===== config.mk =====
export PLATFORM = sky130hd
export DESIGN_NAME = enc_cnt_mch
export DESIGN_NICKNAME = d
export VERILOG_FILES = /design/src/rtl/enc_cnt_mch.sv
export SDC_FILE = /design/constraint.sdc
export NUM_CORES = 1
export LEC_CHECK = 0
export ABC_AREA = 0
export BUFFER_PORTS_ARGS = -buffer_cell sky130_fd_sc_hd__buf_2
export CORE_MARGIN = 5
export CORE_UTILIZATION = 51
export CTS_CLUSTER_DIAMETER = 50
export DETAILED_ROUTE_END_ITERATION = 16
export GPL_ROUTABILITY_DRIVEN = 0
export PLACE_DENSITY = 0.76
export SLEW_MARGIN = 10
export SYNTH_ARGS = -nofsm -noshare
export SYNTH_HDL_FRONTEND = slang
export SYNTH_SLANG_ARGS = --single-unit

===== constraint.sdc =====
create_clock -name CLK -period 2.2 [get_ports CLK]
set_clock_uncertainty 0.15 [all_clocks]
set_input_delay 0.22 -clock CLK [delete_from_list [all_inputs] [get_ports CLK]]
set_output_delay 0.22 -clock CLK [all_outputs]
set_load 0.02 [all_outputs]

===== src/rtl/enc_cnt_mch.sv =====
`default_nettype none
// ============================================================================
// Module      : enc_cnt_mch
// Description : Multi-channel encoder timebase capture. Each channel arms on
//               the rising edge of its Z index pulse, then runs a saturating
//               timebase. Every rising edge of its A pulse captures the
//               timebase, strobes O_VLD and counts the capture. With P_REZERO
//               set, each later Z edge rebases the timebase and counts a
//               revolution.
// Ports       : CLK      - system clock, rising edge
//               I_ARM    - asynchronous active-low clear / high to arm
//               I_A      - per-channel asynchronous A pulse
//               I_Z      - per-channel asynchronous Z index pulse
//               O_CNT    - last captured timebase, channel n at [n*P_CNT_W +: P_CNT_W]
//               O_VLD    - one-cycle strobe when a channel's O_CNT updates
//               O_EDGES  - per-channel capture count (wrapping)
//               O_REV    - per-channel rebase count (wrapping)
//               O_OVF    - per-channel sticky timebase saturation flag
//               O_ACTIVE - per-channel ACTIVE state indicator
// Revision    : 1.0 - initial release
// ============================================================================
module enc_cnt_mch #(
    parameter int P_NUM_CH   = 4,
    parameter int P_CNT_W    = 32,
    parameter int P_EDGE_W   = 16,
    parameter int P_REV_W    = 16,
    parameter int P_SYNC_STG = 2,
    parameter int P_REZERO   = 0
) (
    input  logic                         CLK,
    input  logic                         I_ARM,
    input  logic [P_NUM_CH-1:0]          I_A,
    input  logic [P_NUM_CH-1:0]          I_Z,
    output logic [P_NUM_CH*P_CNT_W-1:0]  O_CNT,
    output logic [P_NUM_CH-1:0]          O_VLD,
    output logic [P_NUM_CH*P_EDGE_W-1:0] O_EDGES,
    output logic [P_NUM_CH*P_REV_W-1:0]  O_REV,
    output logic [P_NUM_CH-1:0]          O_OVF,
    output logic [P_NUM_CH-1:0]          O_ACTIVE
);

    typedef enum logic [1:0] {
        ST_IDLE   = 2'b01,
        ST_ACTIVE = 2'b10
    } state_t;

    localparam logic [P_CNT_W-1:0]  TB_MAX   = '1;
    localparam logic [P_CNT_W-1:0]  TB_ONE   = P_CNT_W'(1);
    localparam logic [P_EDGE_W-1:0] EDGE_ONE = P_EDGE_W'(1);
    localparam logic [P_REV_W-1:0]  REV_ONE  = P_REV_W'(1);
    localparam bit                  REZERO_EN = (P_REZERO != 0);

    generate
        for (genvar ch = 0; ch < P_NUM_CH; ch++) begin : g_ch
            logic [P_SYNC_STG-1:0] a_sync;
            logic [P_SYNC_STG-1:0] z_sync;
            logic                  a_s;
            logic                  z_s;
            logic                  a_d;
            logic                  z_d;
            logic                  rise_a;
            logic                  rise_z;

            state_t                state;
            state_t                state_nxt;
            logic [P_CNT_W-1:0]    tb;
            logic [P_CNT_W-1:0]    tb_nxt;
            logic [P_CNT_W-1:0]    cnt;
            logic [P_CNT_W-1:0]    cnt_nxt;
            logic [P_EDGE_W-1:0]   edges;
            logic [P_EDGE_W-1:0]   edges_nxt;
            logic [P_REV_W-1:0]    rev;
            logic [P_REV_W-1:0]    rev_nxt;
            logic                  ovf;
            logic                  ovf_nxt;
            logic                  vld;
            logic                  vld_nxt;

            // Synchronizer chains plus one extra flop for rising-edge detection.
            always_ff @(posedge CLK or negedge I_ARM) begin
                if (!I_ARM) begin
                    a_sync <= '0;
                    z_sync <= '0;
                    a_d    <= 1'b0;
                    z_d    <= 1'b0;
                end else begin
                    a_sync <= {a_sync[P_SYNC_STG-2:0], I_A[ch]};
                    z_sync <= {z_sync[P_SYNC_STG-2:0], I_Z[ch]};
                    a_d    <= a_s;
                    z_d    <= z_s;
                end
            end

            assign a_s    = a_sync[P_SYNC_STG-1];
            assign z_s    = z_sync[P_SYNC_STG-1];
            assign rise_a = a_s & ~a_d;
            assign rise_z = z_s & ~z_d;

            always_ff @(posedge CLK or negedge I_ARM) begin
                if (!I_ARM) begin
                    state <= ST_IDLE;
                end else begin
                    state <= state_nxt;
                end
            end

            always_comb begin
                state_nxt = state;
                tb_nxt    = tb;
                cnt_nxt   = cnt;
                vld_nxt   = 1'b0;
                edges_nxt = edges;
                rev_nxt   = rev;
                ovf_nxt   = ovf;
                case (state)
                    ST_IDLE: begin
                        tb_nxt = '0;
                        if (rise_z) begin
                            state_nxt = ST_ACTIVE;
                            tb_nxt    = TB_ONE;
                        end
                    end
                    ST_ACTIVE: begin
                        // Capture uses the pre-increment timebase, so the
                        // count equals the edge distance from Z to A.
                        if (rise_a) begin
                            cnt_nxt   = tb;
                            vld_nxt   = 1'b1;
                            edges_nxt = edges + EDGE_ONE;
                        end
                        // A rebase wins over saturation and leaves OVF alone.
                        if (REZERO_EN && rise_z) begin
                            tb_nxt  = TB_ONE;
                            rev_nxt = rev + REV_ONE;
                        end else if (tb == TB_MAX) begin
                            ovf_nxt = 1'b1;
                        end else begin
                            tb_nxt = tb + TB_ONE;
                        end
                    end
                    default: begin
                        state_nxt = ST_IDLE;
                        tb_nxt    = '0;
                    end
                endcase
            end

            always_ff @(posedge CLK or negedge I_ARM) begin
                if (!I_ARM) begin
                    tb    <= '0;
                    cnt   <= '0;
                    vld   <= 1'b0;
                    edges <= '0;
                    rev   <= '0;
                    ovf   <= 1'b0;
                end else begin
                    tb    <= tb_nxt;
                    cnt   <= cnt_nxt;
                    vld   <= vld_nxt;
                    edges <= edges_nxt;
                    rev   <= rev_nxt;
                    ovf   <= ovf_nxt;
                end
            end

            assign O_CNT[ch*P_CNT_W +: P_CNT_W]    = cnt;
            assign O_VLD[ch]                       = vld;
            assign O_EDGES[ch*P_EDGE_W +: P_EDGE_W] = edges;
            assign O_REV[ch*P_REV_W +: P_REV_W]    = rev;
            assign O_OVF[ch]                       = ovf;
            assign O_ACTIVE[ch]                    = (state == ST_ACTIVE);
        end
    endgenerate

endmodule
`default_nettype wire


After elaboration in Yosys (flattened, before gate mapping)
Cells that the tools add are included.

Register bits: 360. Bits in latches: 0. RAM bits: 0. Memory bits (read-only): 0. Bits of input ports: 10. Output and inout port bits: 268. Word-level logic and storage cells: 128. Memories: 0.

$add $sub $neg: 8. Multipliers: 0. Divide/modulo/power cells: 0. $lt $le $gt $ge: 0. Equality and inequality tests: 20. Shift-type cells: 0. Mux-type cells: 28. Bitwise logic cells: 20. Reduce and logical (&&, ||, !) cells: 12.

Operators by type and width (number): $pmux 32 s2 (4); $add 32x1->32 const B (4); $eq 32x32->1 const B (4); $mux 32 (4); $add 16x1->16 const B (4); $reduce_and 2->1 (12); $ne 2x2->1 const B (8); $pmux 2 s2 (4); $mux 1 (12); $not 1->1 (12); $and 1x1->1 (8); $eq 2x1->1 const B (4); $eq 2x2->1 const B (4); $mux 2 (4).

Longest topological paths before layout
Depth after elaboration: 4. Depth in mapped cells: 9. Depth with buffers taken out: 8.

Worst setup path after synthesis
Ideal clock, no wire load.

Path type: register to register. Start: register g_ch[1].state[0]. End: register g_ch[1].tb[15]. Library setup time: 0.078 ns. Data arrival time: 2.120 ns. Required time: 1.972 ns. Slack: -0.148 ns. Stages on the path, launching flop included: 8. Buffers on the path: 1. Clock period less this slack: 2.348 ns. Cells stage by stage: dfstp_2 inv_1 ha_1 and2_1 buf_2 a31o_2 or4_1 a21oi_1.

Cells in the longest elaborated chain, start to end: 2. Elaborated cells between the ends (all ways): 4. Classes of those cells: 3 x eq/ne; 1 x mux.

Ends and longest elaborated chain: start: declaration (RTL line 64) `state_t state;`; start signal: assignment (RTL line 103) `state <= state_nxt;`; $eq 2x2->1 *; net O_ACTIVE[1] (RTL line 39) `output logic [P_NUM_CH-1:0] O_ACTIVE`; $pmux 32 s2 or $ne 2x2->1 (tied branches); end signal: assignment (RTL line 157) `tb <= tb_nxt;`; end: declaration (RTL line 66) `logic [P_CNT_W-1:0] tb;`.

Mark *: on every way through the listed nets, which the timed path passes. The rest lies on a longest branch. A chain may end at the register's enable or synchronous reset.

Final worst setup path
Start: register g_ch[0].tb[0]. End: register g_ch[0].tb[8].

Cells in the longest elaborated chain, start to end: 3. Elaborated cells between the ends (all ways): 5. Classes of those cells: 1 x add/sub; 2 x eq/ne; 2 x mux.

Ends and longest elaborated chain: start: declaration (RTL line 66); start signal: assignment (RTL line 157); $add 32x1->32 (RTL line 138) `tb_nxt = tb + TB_ONE;`; $mux 32 (RTL line 135) `end else if (tb == TB_MAX) begin`; $pmux 32 s2 (RTL line 115) `case (state)`.

Several ways; a longest one is shown, not always the timed one. The select of a mux whose other input is x is not followed.

==> reports/summary.txt <==
fin nets - 2124
Mapped Area - 16800 µm²
IO Pins - 278
register area - 9010 µm²
most used cell, CP - buf_6
P_int - 12.1 mW
Global Route Usage Sum - 0.223
Core Util, Final - 0.642
Core Box Area - 32500 µm²
Worst path depth - 9
final hold viol count - 0
Pleak - 10.6 nW
RSZ-0062 raised after global routing - true
Async SR Flop Fraction - 1.00
die height - 191 µm
Synth Register Bits - 360
Initial Utilization - 0.515
Final Setup Violations - 2
GRT overflow - 0
TritonCTS clock tree - done
Pwr Density - 777 nW/µm²
area grow syn2layout - 24.6%
total power - 16.2 mW
Yosys cell types - 71
post-synthesis sequential area ratio - 0.537
pin count of the biggest net entering global routing - 64
kind of end point of the critical path - register
fmax - 451 MHz
first-pass GRT wire length - 68.7 mm
via count - 14011
Least-Margin Pin Slew - 619 ps
max incr delay on CP - 410 ps
Ys Warns - 0
WL final - 41.9 mm
peak supply drop - 0.603 mV
DRC - 0
Vias/cell - 5.45
CTS H-tree lvls - 2
detailed router's first-iteration violation count - 1065
crit path cell chain - ha_2 > nand4_1 > nor4_2 > buf_4 > nor3b_4 > buf_6 > buf_6 > o21ai_2 > o41ai_2
Switching Fraction - 0.256
DR pass1 iterations - 5
Inserted Clock Buffers - 41
num rows - 66
ys flop type - dfrtp_1
crit path kind - register to register
clock latency on the worst-skew pair - 520 ps
worst reg2reg path depth - 9
# clock sinks - 360
min Tclk post-route - 2220 ps
Syn Area/Cell - 9.58 µm²
power share of the clock group - 0.438
Critical Path Start Type - register
final worst-path setup slack - -17.3 ps
Filler Cell Count - 2651
most common cell after layout, fill and taps aside - nand2_1
sequential share of power - 0.437
WP buf/inv - 3
Hold/Removal Path Class - input port to async pin
dpl hpwl - 29.0 mm
setup TNS - -21.4 ps
slew margin rel. - 0.587
Post-synth EDFFs - 0
Combinational Power Share - 0.125
CTS Root Cell - clkbuf_16
failing checks - negative setup slack
max-cap violation count - 0
DR WL/cell - 16.3 µm
CTS max path bufs - 3
commonest cells after routing, fill and taps aside - nand2_1 (453), dfrtp_1 (355), buf_2 (212)
vias in the first global route - 13826
Antenna diodes - 0
layout cells sized above 1 - 0.247
CP required - 2450 ps
final worst-path cycle share - 1.01
critical path's top delay family - simple AND/OR/NAND/NOR gates
status - complete, but fails checks
CTS clock-pin slew for the worst setup and hold paths - 60 ps
ANT nets after route - 0
antenna violations before repair - 0
Psw - 4.15 mW
Mapped Cells - 1750
Slew Limit Fails - 0
crit path DAT - 2470 ps
Post-Place Cells - 2475
Horiz. Die Dim - 191 µm
CP max-delay cell - dfrtp_1
multi-input logic area - 7240 µm²
CP Max Fanout - 5
port bufs - 213
fin cells - 2569
Die Footprint - 36600 µm²
registers in the layout (all words and copies together), names as in the netlist:
| signal | flops |
|---|---|
| g_ch.cnt | 128 |
| g_ch.tb | 128 |
| g_ch.edges | 64 |
| g_ch.a_sync | 8 |
| g_ch.state | 8 |
| g_ch.z_sync | 8 |
| g_ch.a_d | 4 |
| g_ch.ovf | 4 |
| g_ch.vld | 4 |
| g_ch.z_d | 4 |
area by class of cell:
cell class,instances,area share
Clock inverter,14,0.0116
Multi-Input combinational cell,1273,0.347
Timing Repair Buffer,391,0.122
Tap cell,442,0.0265
Inverter,29,0.00521
Clock buffer,60,0.0570
Sequential cell,360,0.432
power by group through the flow:
stage	sequential (mW)	clock [mW]	combinational [mW]
6_report	7.09	7.12	2.03
5_1_grt	7.12	7.57	2.23
4_1_cts	7.09	7.25	1.96
3_5_place_dp	7.20	0	1.93
3_3_place_gp	7.19	0	1.87
2_1_floorplan	7.31	0	1.12
cells in the mapped netlist (21+ instances only):
cell type	instances	share of area
nand2_1	454	0.10
dfrtp_1	356	0.53
nand3_1	82	0.024
xnor2_1	81	0.042
o21ai_0	77	0.023
nor2_1	76	0.017
buf_4	74	0.033
nand4_1	56	0.021
clkbuf_1	55	0.012
xor2_1	38	0.020
and3_1	34	0.013
a21oi_1	29	0.0087
and4_1	26	0.014
inv_1	26	0.0058
nor3_1	23	0.0069
a31oi_1	21	0.0078
per-stage QoR:
stage / worst slack (ps) / hold slack, ps / cell area, µm²
after floorplan: -31.4 / -226 / 17000
after global placement: 40.6 / 81.7 / 19000
after detailed placement: -24.7 / 84.0 / 19000
after CTS: -65.6 / 127 / 20500
after global routing: -157 / 147 / 20900
final: -17.3 / 111 / 20900
per-layer routing:
metal	track usage	part of all wire
met1	0.298	0.42
met2	0.382	0.50
met3	0.0309	0.057
met4	0.0655	0.025
met5	0	0
worst paths after layout:
path	from	endpoint	slack (ps)
worst max-delay path	g_ch[0].tb[0]$_DFFE_PN0N_	g_ch[0].tb[8]$_DFFE_PN0N_	-20
worst min-delay path	I_ARM	g_ch[0].edges[13]$_DFFE_PN0P_	110
worst max register to register	g_ch[0].tb[0]$_DFFE_PN0N_	g_ch[0].tb[8]$_DFFE_PN0N_	-20
worst min register to register	g_ch[0].a_sync[0]$_DFF_PN0_	g_ch[0].a_sync[1]$_DFF_PN0_	200
max in group asynchronous	I_ARM	g_ch[3].state[0]$_DFFE_PN1P_	1010
min in group CLK	g_ch[0].a_sync[0]$_DFF_PN0_	g_ch[0].a_sync[1]$_DFF_PN0_	200
worst reg2reg max path: stages, from the launching register on:
cell	delay [ps]
dfrtp_1	410
ha_2	210
nand4_1	150
nor4_2	330
buf_4	180
nor3b_4	250
buf_6	150
buf_6	130
o21ai_2	70
o41ai_2	60
cells by family (layout without fill, tap and decap cells):
| family | after synthesis | count (layout) | synth area share |
|---|---|---|---|
| and+or+nand+nor | 865 | 866 | 0.248 |
| DFF | 360 | 360 | 0.537 |
| AOI/OAI and AO/OA | 204 | 204 | 0.0772 |
| buffers and inverters | 181 | 494 | 0.0604 |
| xor gates and xnor gates | 119 | 119 | 0.0621 |
| adders and majority gates | 18 | 18 | 0.0134 |
| muxes | 2 | 2 | 0.00127 |
| other | 1 | 64 | 0.000224 |
repair_timing:
item	CTS	global route
endpoints found under the setup margin	5	75
gates resized for setup	2	83
endpoints found under the hold margin	154	0
hold buffers	9	0
buffers inserted	0	7
cloned	0	4
pin swaps	0	16
(Power assumes the default switching activity.)
